===== config.mk =====
export PLATFORM = sky130hd
export DESIGN_NAME = mul_bus_master
export DESIGN_NICKNAME = d
export VERILOG_FILES = /design/src/rtl/mul_bus_master.sv
export SDC_FILE = /design/constraint.sdc
export NUM_CORES = 1
export LEC_CHECK = 0
export CORE_ASPECT_RATIO = 1.1
export CORE_UTILIZATION = 54
export CTS_CLUSTER_SIZE = 8
export DETAILED_ROUTE_END_ITERATION = 10
export PLACE_DENSITY = 0.86
export SLEW_MARGIN = 20
export SYNTH_ARGS = -nofsm -noshare
export SYNTH_HDL_FRONTEND = slang
export SYNTH_SLANG_ARGS = --single-unit

===== constraint.sdc =====
create_clock -name clk -period 20 [get_ports clk]
set_input_delay 4 -clock clk [delete_from_list [all_inputs] [get_ports clk]]
set_output_delay 4 -clock clk [all_outputs]
set_load 0.01 [all_outputs]

===== src/rtl/mul_bus_master.sv =====
// rtl/mul_bus_master.sv - bus master driving a strobed multiplier peripheral: operand writes, status polling, result reads
module mul_bus_master #(
    parameter int STROBE_CYCLES = 2,
    parameter int MIN_WAIT      = 4,
    parameter int POLL_LIMIT    = 64
) (
    input  logic        clk,
    input  logic        reset,
    input  logic        cmd_valid,
    output logic        cmd_ready,
    input  logic [23:0] cmd_a1,
    input  logic [23:0] cmd_a2,
    output logic [15:0] saddress,
    output logic        srd,
    output logic        swr,
    output logic [31:0] sdata_out,
    input  logic [31:0] sdata_in,
    output logic        res_valid,
    input  logic        res_ready,
    output logic [31:0] res_w,
    output logic [23:0] res_ones,
    output logic        res_ovf,
    output logic        res_err,
    output logic [15:0] op_count
);

    localparam logic [15:0] ADDR_A1   = 16'h037F;
    localparam logic [15:0] ADDR_A2   = 16'h0388;
    localparam logic [15:0] ADDR_CTRL = 16'h03A0;
    localparam logic [15:0] ADDR_W    = 16'h0390;
    localparam logic [15:0] ADDR_L    = 16'h0398;

    localparam logic [3:0]  STRB_LAST = 4'(STROBE_CYCLES - 1);
    localparam logic [15:0] WAIT_LAST = 16'(MIN_WAIT - 1);
    localparam logic [7:0]  POLL_LAST = 8'(POLL_LIMIT - 1);

    typedef enum logic [3:0] {
        ST_IDLE, ST_WR_A1, ST_WR_A2, ST_WR_START, ST_WAIT,
        ST_POLL, ST_RD_W, ST_RD_L, ST_RESULT
    } state_t;

    // Every peripheral access walks SETUP -> STROBE (STROBE_CYCLES) -> HOLD.
    typedef enum logic [1:0] {PH_SETUP, PH_STROBE, PH_HOLD} phase_t;

    state_t      state;
    phase_t      phase;
    logic [3:0]  strb_cnt;
    logic [15:0] wait_cnt;
    logic [7:0]  poll_cnt;
    logic [31:0] rd_data;
    logic [23:0] a2_q;
    logic        is_read;

    assign is_read   = (state == ST_POLL) || (state == ST_RD_W) || (state == ST_RD_L);
    // Held low while reset is asserted even though the state already reads IDLE.
    assign cmd_ready = (state == ST_IDLE) && !reset;

    // Command sequencer and bus access engine; all bus outputs are registered.
    always_ff @(posedge clk or posedge reset) begin
        if (reset) begin
            state     <= ST_IDLE;
            phase     <= PH_SETUP;
            strb_cnt  <= '0;
            wait_cnt  <= '0;
            poll_cnt  <= '0;
            rd_data   <= '0;
            a2_q      <= '0;
            saddress  <= '0;
            srd       <= 1'b0;
            swr       <= 1'b0;
            sdata_out <= '0;
            res_valid <= 1'b0;
            res_w     <= '0;
            res_ones  <= '0;
            res_ovf   <= 1'b0;
            res_err   <= 1'b0;
            op_count  <= '0;
        end else begin
            case (state)
                ST_IDLE: begin
                    if (cmd_valid) begin
                        a2_q      <= cmd_a2;
                        res_err   <= 1'b0;
                        state     <= ST_WR_A1;
                        phase     <= PH_SETUP;
                        saddress  <= ADDR_A1;
                        sdata_out <= {8'h00, cmd_a1};
                    end
                end
                ST_WAIT: begin
                    if (wait_cnt == WAIT_LAST) begin
                        state     <= ST_POLL;
                        phase     <= PH_SETUP;
                        poll_cnt  <= '0;
                        saddress  <= ADDR_CTRL;
                        sdata_out <= '0;
                    end else begin
                        wait_cnt <= wait_cnt + 16'd1;
                    end
                end
                ST_RESULT: begin
                    if (res_ready) begin
                        res_valid <= 1'b0;
                        op_count  <= op_count + 16'd1;
                        state     <= ST_IDLE;
                    end
                end
                default: begin
                    case (phase)
                        PH_SETUP: begin
                            phase    <= PH_STROBE;
                            strb_cnt <= '0;
                            srd      <= is_read;
                            swr      <= !is_read;
                        end
                        PH_STROBE: begin
                            if (strb_cnt == STRB_LAST) begin
                                srd   <= 1'b0;
                                swr   <= 1'b0;
                                phase <= PH_HOLD;
                                if (is_read) rd_data <= sdata_in;
                            end else begin
                                strb_cnt <= strb_cnt + 4'd1;
                            end
                        end
                        default: begin
                            // HOLD done: address may now change for the next access.
                            phase <= PH_SETUP;
                            case (state)
                                ST_WR_A1: begin
                                    state     <= ST_WR_A2;
                                    saddress  <= ADDR_A2;
                                    sdata_out <= {8'h00, a2_q};
                                end
                                ST_WR_A2: begin
                                    state     <= ST_WR_START;
                                    saddress  <= ADDR_CTRL;
                                    sdata_out <= '0;
                                end
                                ST_WR_START: begin
                                    state    <= ST_WAIT;
                                    wait_cnt <= '0;
                                end
                                ST_POLL: begin
                                    if (rd_data[1]) begin
                                        res_ovf  <= !rd_data[0];
                                        state    <= ST_RD_W;
                                        saddress <= ADDR_W;
                                    end else if (poll_cnt == POLL_LAST) begin
                                        res_err   <= 1'b1;
                                        res_w     <= '0;
                                        res_ones  <= '0;
                                        res_ovf   <= 1'b0;
                                        res_valid <= 1'b1;
                                        state     <= ST_RESULT;
                                    end else begin
                                        poll_cnt <= poll_cnt + 8'd1;
                                    end
                                end
                                ST_RD_W: begin
                                    res_w    <= rd_data;
                                    state    <= ST_RD_L;
                                    saddress <= ADDR_L;
                                end
                                ST_RD_L: begin
                                    res_ones  <= rd_data[23:0];
                                    res_valid <= 1'b1;
                                    state     <= ST_RESULT;
                                end
                                default: state <= ST_IDLE;
                            endcase
                        end
                    endcase
                end
            endcase
        end
    end

endmodule


-- Word-level counts from Yosys, hierarchy flattened
Index checks and enable logic that the tools add are counted.
- add/sub/neg operators: 4
- eq/ne operators: 33
- multiplexer cells: 57
- bitwise logic cells: 6
- reduce and logical (&&, ||, !) cells: 40
- operators by type and width (operator ; number):
    two-way mux 32 bit ; 5
    one-hot mux 32 bit (2 select lines) ; 2
    two-way mux 16 bit ; 7
    one-hot mux 32 bit (3 select lines) ; 1
    one-hot mux 16 bit (4 select lines) ; 1
    two-way mux 24 bit ; 2
    one-hot mux 16 bit (3 select lines) ; 1
    one-hot mux 24 bit (2 select lines) ; 1
    two-way mux 8 bit ; 5
    adder 16 x 1 -> 16 bit, second input constant ; 2
    one-hot mux 16 bit (2 select lines) ; 1
    two-way mux 4 bit ; 7
    one-hot mux 4 bit (6 select lines) ; 1
    AND reduction 6 bit ; 4
    AND reduction 5 bit ; 4
    equality test 16 x 2 -> 1 bit, second input constant ; 1
    equality test 4 x 3 -> 1 bit, second input constant ; 4
    one-hot mux 8 bit (2 select lines) ; 1
    AND reduction 4 bit ; 4
    nonzero test 2 bit ; 8
    inequality test 2 x 1 -> 1 bit, second input constant ; 7
    inequality test 2 bit, second input constant ; 7
    one-hot mux 4 bit (3 select lines) ; 1
    two-way mux 1 bit ; 10
    other kinds (31) ; 53
- register bits: 215
- input port bits: 84
- output and inout bits: 126
- logic and storage cells: 157

-- Longest topological paths before layout
Gate-level depths: netlist of run 1.
- word-level depth: 6
- gate-level depth with buffers: 9
- depth with buffers taken out: 7

-- Least setup slack after synthesis of run 1
Ideal clock, no wire load.
- path type: in2out
- from: input reset
- to: output cmd_ready
- data arrival time: 4.169 ns
- data required time: 16.000 ns
- setup slack: 11.831 ns
- stages on the path: 1
- path buffers: 0
- cells stage by stage: nor2_1
- longest elaborated chain between the ends: 2
- ends and longest elaborated chain (what ; line ; text):
    start: declaration ; 8 ; input logic reset,
    zero test 1 bit (no source line) ; -- ;
    logical AND 1 bit ; 56 ; assign cmd_ready = (state == ST_IDLE) && !reset;
    end: declaration ; 10 ; output logic cmd_ready,
Every way passes these cells.

-- Final worst setup path of run 1
Ends and elaborated chain as after synthesis.

==> parameters.txt, run 1 <==
Parameter                              Value

Setup path
  Kind of critical path    input port to output port
  Worst-case register-to-register setup slack    17.07 ns
  Critical-path top delay cell    sky130_fd_sc_hd__clkdlybuf4s50_1
  Arrival time of data at the critical path endpoint    just over 5 ns
  Max Fanout on Critical Path    2
  Capturing element type of the critical path    output port
  Reg-to-reg startpoint    state[2]
  Depth of the worst register-to-register path    4
  Critical Path RT    16.00 ns
  Type of element launching the critical path    input port
  Crit Reg-Reg Endpoint    rd_data[20]
  Maximum single-stage delay on the critical path    approximately 0.54 ns
  Cells traversed along the worst timing path    clkdlybuf4s50_1 -> nor2_1 -> clkdlybuf4s50_1
  Most used cell, CP    sky130_fd_sc_hd__clkdlybuf4s50_1

STA
  Finish-stage setup viols    0
  Unrepaired setup endpoints after global routing    false
  Worst setup skew after layout    0.0145 ns
  Final sum of negative setup slack    0 ns
  Relative slew slack    0.295
  Transition time of the tightest slew-check pin    between 1 and 1.5 ns
  Slew Viols, Final    0
  Final Hold Violating Endpoints    0
  Post-route minimum period    roughly 9 ns
  Share of the clock period used by the worst path after layout    0.459
  F_max    109 MHz

Synthesis
  Xor/xnor share of the synthesized area    0.0310
  Biggest area consumer among synthesized cells    sky130_fd_sc_hd__dfrtp_1
  Prevailing post-synth register cell    sky130_fd_sc_hd__dfrtp_1
  Instance count of the mapped netlist    782
  Adder-cell share of the synthesized area    0.00830
  Sequential area share after synthesis    0.564
  Top area cells in the synthesized netlist    sky130_fd_sc_hd__dfrtp_1 (56%), sky130_fd_sc_hd__mux2_2 (8.2%), sky130_fd_sc_hd__o21ai_0 (4.3%)
  Cell with the most instances after synthesis    sky130_fd_sc_hd__dfrtp_1
  Post-synth EDFFs    0
  Cell area after synthesis    about 8700 um2
  Post-synth top area share    0.564
  Post-Syn Area per Cell    11.2 um2
  Dominant combinational cell family by area after synthesis    simple AND/OR/NAND/NOR gates
  Fraction of the mapped netlist area in simple logic gates    0.128
  Top post-synthesis cells by count    sky130_fd_sc_hd__dfrtp_1 (197), sky130_fd_sc_hd__nand2_1 (89), sky130_fd_sc_hd__o21ai_0 (75), sky130_fd_sc_hd__mux2_2 (64), sky130_fd_sc_hd__nand3_1 (47)
  Number of flip-flops and latches in the synthesized netlist    between 150 and 200
  Number of distinct library cell variants in the gate-level netlist after synthesis    between 50 and 60
  Share of flip-flops with an asynchronous set or reset after synthesis    1.00
  Yosys warns    0
  Synthesized-area fraction occupied by ao, oa, aoi and oai cells    0.0951
  Share of synthesized area spent on multiplexers    0.119

Die
  Area of the placeable core    approximately 16000 um2
  Std-Cell Rows    48
  Die outline height    135 um
  Die width    123 um
  Total die area    ~17000 um2
  Initial core utilization    0.556
  Boundary Pins    210

Detailed routing
  ANT nets after route    0
  Total Wirelength    20.2 mm
  DRC violation count after routing    0
  Pre-antenna DRT Iters    4
  Routed vias/inst    between 5 and 6
  Routed len/inst    roughly 17 um
  Vias    about 6500
  DR iter-0 viols    around 330

Clock network
  Bufs on Longest Clock Path    2
  CTS Hold Buffers Added    0
  CTS Buf Count    17
  Resize count post-CTS    0
  Clock root cell    sky130_fd_sc_hd__clkbuf_16
  Clock transition at the registers of the reported paths    approximately 0.070 ns
  Clock tree from TritonCTS    built
  Clk_lat worst skew    0.43 ns
  Clock sink total    around 200
  CTS HTree Levels    4
  Post-CTS repair timing setup buffer count    0

Placed design
  IO Port Bufs    between 150 and 200
  Placed instance count    between 1000 and 1500
  Half-perimeter wire length of the detailed placement result    13.4 mm
  Last weighted congestion value of the routability-driven placer    about 0.84

Global routing
  Number of antenna violations at the first check in global routing    0
  Wire length of the first global-routing pass    roughly 32 mm
  Sum of overflow across all layers after global routing    0
  All-layer global routing usage    0.251
  Via count of the first global-routing pass    approximately 6500
  Maximum number of pins on one net before global-route repair    123

Status
  Run status    finished, final reports clean

Power and ir drop
  Worst vdd ir    a little over 0.1 mV
  Total leakage power    a little under 5 nW
  Areal power density over the cells    148 nW/um2

Finish
  Final cell count without fillers    ~1200
  Layout Nets    ~1000
  Synth-to-layout area growth    30.0%
  Inserted Diodes    0
  Layout cells sized above 1    0.145

Run
  Number of maximum-capacitance violations    0

Worst hold path
  Hold path endpoint    res_w[25]
  Startpoint of the most critical hold path    rd_data[25]
  Cell depth of the worst min-delay path    2
  Classification of the worst-slack hold path    flip-flop to flip-flop
[critical path, delay by kind of cell]
family / cells / cell delay, ns
and+or+nand+nor: 1 / 0.14
buffers and inverters: 2 / 1.05
[flip-flops by register name (all words and copies together), names as in the netlist, 2 cells and up]
name and cells:
a2_q 24, strb_cnt 4, res_w 32, op_count 16, phase 2, saddress 6
res_ones 24, sdata_out 24, poll_cnt 8, wait_cnt 16, rd_data 32, state 4
[area by class of cell]
type,count,area (um2)
tap,200,250
clock buffer,19,443
fill,1096,4370
timing repair buffer,203,2010
clock inverter,13,169
inverter,37,146
sequential,197,4930
multi-input combinational,498,3420
[stage by stage]
stage | hold WS, ns | worst slack, ns | cell area, um2 | utilization | power (W)
detailed placement | 0.470 | 10.81 | 10800 | 0.684 | 0.00134
global route | 0.511 | 10.74 | 11400 | 0.722 | 0.00179
CTS | 0.487 | 10.81 | 11400 | 0.722 | 0.00170
floorplan | 0.446 | 10.63 | 8800 | - | 0.00107
global placement | 0.456 | 10.81 | 10800 | 0.684 | 0.00131
finish | 0.489 | 10.82 | 11400 | 0.722 | 0.00168
[per-layer routing]
layer | up-vias | share of wire | routed length, um | global-route usage
met5 | - | 0 | 0 | 0
met1 | 3201 | 0.42 | 8460 | 0.310
met3 | 19 | 0.082 | 1670 | 0.0875
met4 | 0 | 0.012 | 249 | 0.0710
met2 | 215 | 0.49 | 9840 | 0.414
li1 | 3016 | - | - | -
[power by group]
group          internal [W]  switching [W]  leakage (nW)  total [W]
clock              0.000202       0.000151         0.293   0.000354
sequential         0.000553       0.000118          2.53   0.000671
combinational      0.000368       0.000290          2.14   0.000659
[cell usage in the layout (no fill, tap or decap), drive strengths merged, types with 4 or more instances in the layout]
| cell type | instances |
|---|---|
| ha | 5 |
| nor4 | 8 |
| o21ai | 75 |
| buf | 8 |
| nand2 | 90 |
| inv | 42 |
| a22o | 29 |
| clkbuf | 19 |
| conb | 14 |
| nand3 | 47 |
| a21oi | 6 |
| and2 | 4 |
| xnor2 | 22 |
| nand4 | 7 |
| xor2 | 9 |
| nor2 | 33 |
| and4 | 5 |
| nor3 | 12 |
| o31ai | 4 |
| dfrtp | 197 |
| clkdlybuf4s50 | 195 |
| nand2b | 5 |
| and3 | 5 |
| mux2 | 85 |
[cell families after synthesis]
| logic type | count (synthesis) |
|---|---|
| AO/OA/AOI/OAI | 132 |
| XOR/XNOR | 31 |
| adder cells (fa/ha/maj) | 6 |
| buffers and inverters | 100 |
| flip-flops | 197 |
| multiplexers | 86 |
| other | 1 |
| AND/OR/NAND/NOR | 229 |
[worst max path at each step]
stage / startpoint / endpoint / slack [ns] / cells past startpoint
final: reset / cmd_ready / 10.82 / 3
after global routing: reset / cmd_ready / 10.74 / 3
after CTS: reset / cmd_ready / 10.81 / 3
after detailed placement: reset / cmd_ready / 10.81 / 3
after global placement: reset / cmd_ready / 10.81 / 3
after floorplan: reset / a2_q[0] / 10.63 / 1
No activity file was read; power rests on OpenSTA's default activity.
==> run 2: changes to the inputs <==
- CORE_UTILIZATION: 54 -> 45
- PLACE_DENSITY: 0.86 -> 0.76
- clock period: 20 -> 7.61 ns (I/O delays scaled with it)
==> parameters.txt, run 2 (synthesized netlist as in run 1, its figures left out) <==
Parameter                              Value

STA
  Share of the clock period used by the worst path after layout    0.556
  Worst setup skew after layout    0.0152 ns (+0.000657 ns)
  Post-route minimum period    approximately 4.2 ns
  Unrepaired setup endpoints after global routing    false
  Final Hold Violating Endpoints    0 (unchanged)
  Slew Viols, Final    0 (unchanged)
  Final sum of negative setup slack    0 ns (unchanged)
  Transition time of the tightest slew-check pin    1.07 ns (+0.0120 ns)
  Finish-stage setup viols    0 (unchanged)
  Relative slew slack    0.287 (-0.00804)
  F_max    236 MHz

Detailed routing
  DRC violation count after routing    0 (unchanged)
  Routed vias/inst    5.26 (-4.8%)
  ANT nets after route    0 (unchanged)
  Total Wirelength    20.1 mm (-0.67%)
  Vias    6389 (-0.96%)
  Pre-antenna DRT Iters    4 (unchanged)
  DR iter-0 viols    258 (-21%)
  Routed len/inst    16.5 um (-4.5%)

Power and ir drop
  Relative contribution of the clock network to total power    0.202 (-0.008)
  Total leakage power    4.97 nW (+0.15%)
  Internal power    0.00292 W (+160%)
  NetSw    0.00146 W (+160%)
  Switching Fraction    0.333 (about the same)
  Sequential group share of total power    0.402 (+0.003)
  Areal power density over the cells    384 nW/um2 (+160%)
  Worst vdd ir    0.207 mV (+100%)
  Combinational fraction of design power    0.396 (+0.005)

Status
  Run status    finished, final reports clean

Clock network
  Clock transition at the registers of the reported paths    0.06 ns (about the same)
  CTS HTree Levels    4 (unchanged)
  Clock root cell    sky130_fd_sc_hd__clkbuf_16
  Clk_lat worst skew    0.43 ns (about the same)
  Bufs on Longest Clock Path    2 (unchanged)
  CTS Hold Buffers Added    0 (unchanged)
  CTS Buf Count    17 (unchanged)
  Post-CTS repair timing setup buffer count    0 (unchanged)
  Resize count post-CTS    0 (unchanged)
  Clock tree from TritonCTS    built
  Clock sink total    197 (unchanged)

Setup path
  Max Fanout on Critical Path    2 (unchanged)
  Capturing element type of the critical path    output port
  Kind of critical path    input port to output port
  Type of element launching the critical path    input port
  Maximum single-stage delay on the critical path    0.54 ns (about the same)
  Critical Path RT    6.09 ns (-9.91 ns)
  Cells traversed along the worst timing path    clkdlybuf4s50_1 -> nor2_1 -> clkdlybuf4s50_1
  Combined buffer and inverter count along the critical path    2 (unchanged)
  Most used cell, CP    sky130_fd_sc_hd__clkdlybuf4s50_1
  Arrival time of data at the critical path endpoint    2.71 ns (-2.47 ns)
  Critical-path top delay cell    sky130_fd_sc_hd__clkdlybuf4s50_1
  Crit path max-delay family    buffers and inverters

Global routing
  Sum of overflow across all layers after global routing    0 (unchanged)
  Number of antenna violations at the first check in global routing    1 (+1)
  Maximum number of pins on one net before global-route repair    132 (+7.3%)
  Wire length of the first global-routing pass    32.3 mm (about the same)
  All-layer global routing usage    0.206 (-0.0444)
  Via count of the first global-routing pass    6316 (-2.1%)

Placed design
  Half-perimeter wire length of the detailed placement result    13.4 mm (+0.31%)
  Last weighted congestion value of the routability-driven placer    0.784 (-7.0%)
  IO Port Bufs    195 (unchanged)

Die
  Area of the placeable core    19100 um2 (+21%)
  Initial core utilization    0.458 (-0.0979)
  Boundary Pins    210 (unchanged)
  Std-Cell Rows    53 (+10%)
  Total die area    20000 um2 (+20%)
  Die outline height    148 um (+9.4%)
  Die width    135 um (+9.4%)

Finish
  Synth-to-layout area growth    30.4%
  Most used cells in the layout excluding fill and tap cells    sky130_fd_sc_hd__dfrtp_1 (197), sky130_fd_sc_hd__clkdlybuf4s50_1 (195), sky130_fd_sc_hd__nand2_1 (89)
  Regs by FF count    rd_data x32, res_w x32
  Layout Nets    1045 (+0.19%)
  Utilization after layout    0.597 (-0.125)
  Most common cell after layout, fill and taps aside    sky130_fd_sc_hd__dfrtp_1
  Layout cells sized above 1    0.144 (-0.000885)

Worst hold path
  Classification of the worst-slack hold path    flip-flop to flip-flop

Run
  Number of maximum-capacitance violations    0 (unchanged)
## run 2: area by class of cell
class | instances | area, um2
Clock buffer | 19 | 453
Multi-Input combinational cell | 498 | 3420
Sequential cell | 197 | 4930
Antenna cell | 1 | 2.50
Tap cell | 247 | 309
Timing Repair Buffer | 205 | 2030
Fill cell | 1593 | 7690
Inverter | 37 | 146
Clock inverter | 10 | 123
## run 2: path summary, 6_finish.rpt
kind	from	end	slack, ns	depth (start not counted)
max in group asynchronous	reset	wait_cnt[8]	4.47	3
max reg2reg	state[3]	rd_data[9]	4.68	4
min reg2reg	op_count[15]	op_count[15]	0.48	1
max	reset	cmd_ready	3.38	3
min in group asynchronous	reset	sdata_out[4]	1.74	2
min	op_count[15]	op_count[15]	0.48	1
## run 2: layer usage
metal,vias to the layer above,share of wire,global-route usage
li1,3008,-,-
met1,3176,0.44,0.268
met2,196,0.47,0.329
met3,9,0.080,0.0665
met4,0,0.0057,0.0612
met5,-,0,0
## run 2: metrics by stage
stage          cells  power, W  area (um2)  hold WS (ns)  setup slack [ns]
6_report        1214   0.00438       11400         0.476              3.38
5_1_grt         1214   0.00466       11400         0.485              3.35
4_1_cts         1213   0.00442       11400         0.477              3.38
3_5_place_dp    1184   0.00352       10800         0.468              3.38
3_3_place_gp    1184   0.00346       10800         0.454              3.38
2_1_floorplan    795   0.00280        8800         0.446             0.719
## run 2: power groups by stage
stage / logic [W] / clock network (W) / registers (W)
floorplan: 0.00104 / 0 / 0.00176
global placement: 0.00170 / 0 / 0.00176
finish: 0.00173 / 0.000887 / 0.00176
detailed placement: 0.00175 / 0 / 0.00177
CTS: 0.00175 / 0.000910 / 0.00176
global route: 0.00189 / 0.000947 / 0.00182
==> run 3: changes to the inputs <==
- CORE_UTILIZATION: 45 -> 50
- PLACE_DENSITY: 0.76 -> 0.8
- clock period: 7.61 -> 3.9 ns (I/O delays scaled with it)
==> parameters.txt, run 3 (synthesized netlist as in run 1, its figures left out) <==
Parameter                              Value

Placed design
  Last weighted congestion value of the routability-driven placer    0.835 (+6.6%)
  Half-perimeter wire length of the detailed placement result    13.6 mm (+1.3%)
  Standard cell area after detailed placement    10900 um2 (+0.32%)
  Placed instance count    1174 (-0.84%)
  Worst-case setup slack after placement    1.09 ns (-2.29 ns)
  IO Port Bufs    195 (unchanged)

Setup path
  Kind of critical path    flip-flop to output port
  Combined buffer and inverter count along the critical path    1 (-1)
  Depth of the worst register-to-register path    5 (+1)
  Max Fanout on Critical Path    18 (+16)
  Capturing element type of the critical path    output port
  Worst-case register-to-register setup slack    1.15 ns (-3.53 ns)
  Critical Path RT    3.12 ns (-2.97 ns)
  Cells traversed along the worst timing path    or4_1 -> nor2_1 -> clkdlybuf4s50_1
  Critical-path top delay cell    sky130_fd_sc_hd__or4_1
  Type of element launching the critical path    flip-flop
  Crit Reg-Reg Endpoint    state[0]
  Reg-to-reg startpoint    state[0]
  Maximum single-stage delay on the critical path    0.67 ns (+0.13 ns)
  Crit path max-delay family    simple AND/OR/NAND/NOR gates
  Arrival time of data at the critical path endpoint    2.35 ns (-0.36 ns)

Detailed routing
  DR iter-0 viols    304 (+18%)
  Vias    6443 (+0.85%)
  ANT nets after route    0 (unchanged)
  Pre-antenna DRT Iters    4 (unchanged)
  Routed len/inst    16.8 um (+1.4%)
  DRC violation count after routing    0 (unchanged)
  Routed vias/inst    5.34 (+1.4%)
  Total Wirelength    20.3 mm (+0.83%)

Clock network
  Clock sink total    197 (unchanged)
  Clock root cell    sky130_fd_sc_hd__clkbuf_16
  Clk_lat worst skew    0.43 ns (about the same)
  Resize count post-CTS    0 (unchanged)
  Clock transition at the registers of the reported paths    0.07 ns (about the same)
  CTS Hold Buffers Added    0 (unchanged)
  Clock tree from TritonCTS    built
  Bufs on Longest Clock Path    2 (unchanged)
  CTS Buf Count    17 (unchanged)
  Post-CTS repair timing setup buffer count    0 (unchanged)
  CTS HTree Levels    4 (unchanged)

Worst hold path
  Hold path endpoint    op_count[15]
  Cell depth of the worst min-delay path    1 (unchanged)
  Classification of the worst-slack hold path    flip-flop to flip-flop
  Startpoint of the most critical hold path    op_count[15]

STA
  Final sum of negative setup slack    0 ns (unchanged)
  Finish-stage setup viols    0 (unchanged)
  Post-route minimum period    approximately 3.1 ns
  Relative slew slack    0.376 (+0.0888)
  Worst setup skew after layout    0.0131 ns (-0.00207 ns)
  Final Hold Violating Endpoints    0 (unchanged)
  F_max    between 300 and 400 MHz
  Transition time of the tightest slew-check pin    0.936 ns (-0.131 ns)
  Slew Viols, Final    0 (unchanged)
  Worst-case setup margin in the final layout    0.770 ns (-2.61 ns)
  Share of the clock period used by the worst path after layout    0.803
  Unrepaired setup endpoints after global routing    false

Die
  Std-Cell Rows    50 (-5.7%)
  Die width    128 um (-5.1%)
  Boundary Pins    210 (unchanged)
  Initial core utilization    0.512 (+0.0542)
  Area of the placeable core    17100 um2 (-11%)
  Die outline height    141 um (-5.1%)
  Total die area    18000 um2 (-9.9%)

Global routing
  Sum of overflow across all layers after global routing    0 (unchanged)
  Met3 Usage GRT    0.0732 (+0.00678)
  Met1 Resource Use GR    0.301 (+0.0331)
  Number of antenna violations at the first check in global routing    1 (unchanged)
  Maximum number of pins on one net before global-route repair    71 (-46%)
  Met2 demand-to-capacity share in global routing    0.383 (+0.0547)
  Wire length of the first global-routing pass    33.3 mm (+3.2%)
  All-layer global routing usage    0.237 (+0.0304)
  Highest-utilization routing layer at the global route stage    met2
  Via count of the first global-routing pass    6534 (+3.5%)

Status
  Run status    finished, final reports clean

Finish
  Final instance area    11500 um2 (+0.72%)
  Regs by FF count    rd_data x32, res_w x32
  Layout cells sized above 1    0.149 (+0.00528)
  Most used cells in the layout excluding fill and tap cells    sky130_fd_sc_hd__dfrtp_1 (197), sky130_fd_sc_hd__clkdlybuf4s50_1 (195), sky130_fd_sc_hd__nand2_1 (89)
  Layout Nets    1048 (+0.29%)
  Most common cell after layout, fill and taps aside    sky130_fd_sc_hd__dfrtp_1
  Final cell count without fillers    1207 (-0.58%)
  Utilization after layout    0.673 (+0.0755)
  Synth-to-layout area growth    31.4%
  FILL cells    1305 (-18%)

Power and ir drop
  Total leakage power    5.00 nW (+0.55%)
  Areal power density over the cells    756 nW/um2 (+97%)
  Worst vdd ir    0.402 mV (+94%)

Run
  Number of maximum-capacitance violations    0 (unchanged)
## run 3: cell types whose count changed in the layout (fill, tap and decap cells not counted), sizes merged
cell,delta
bufinv,+1
clkbuf,-2
buf,+3
clkinvlp,+5
inv,-1
## run 3: how the worst max path moves through the flow
| stage | startpoint | to | slack (ns) | cells after the start |
|---|---|---|---|---|
| 5_1_grt | state[0] | cmd_ready | 0.69 | 3 |
| 3_5_place_dp | cmd_valid | sdata_out[3] | 1.09 | 6 |
| 2_1_floorplan | reset | a2_q[0] | 0.57 | 1 |
| 4_1_cts | state[0] | cmd_ready | 0.76 | 3 |
| 6_report | state[0] | cmd_ready | 0.77 | 3 |
| 3_3_place_gp | cmd_valid | sdata_out[11] | 1.16 | 6 |
## run 3: metrics by stage
step	hold slack (ns)	power [W]
after floorplan	0.446	0.00547
after global placement	0.454	0.00675
after detailed placement	0.468	0.00688
after CTS	0.477	0.00875
after global routing	0.500	0.00922
final	0.471	0.00868
## run 3: worst reg2reg max path, delay by kind of cell (launching register included)
family          cells  cell delay (ns)
simple gates        3             1.40
flops               1             0.58
compound gates      1             0.29
mux                 1             0.36
## run 3: layout make-up
cell class	count	area, um2	area share
Tap cell	234	293	0.0255
Sequential cell	197	4930	0.429
Clock inverter	15	198	0.0172
Inverter	37	143	0.0124
Antenna cell	1	2.50	0.000218
Clock buffer	17	425	0.0370
Multi-Input combinational cell	498	3410	0.297
Timing Repair Buffer	208	2090	0.182
## run 3: routing by layer
layer,routed length [um],vias to the layer above
met5,0,-
met4,478,0
met3,1500,30
met2,9580,206
met1,8700,3189
li1,-,3018
## run 3: report_power, final
| part | switching (W) | total (W) | internal [W] |
|---|---|---|---|
| clock network | 0.000804 | 0.00183 | 0.00103 |
| logic | 0.00151 | 0.00341 | 0.00191 |
| registers | 0.000606 | 0.00344 | 0.00284 |
| total | 0.00292 | 0.00868 | 0.00577 |
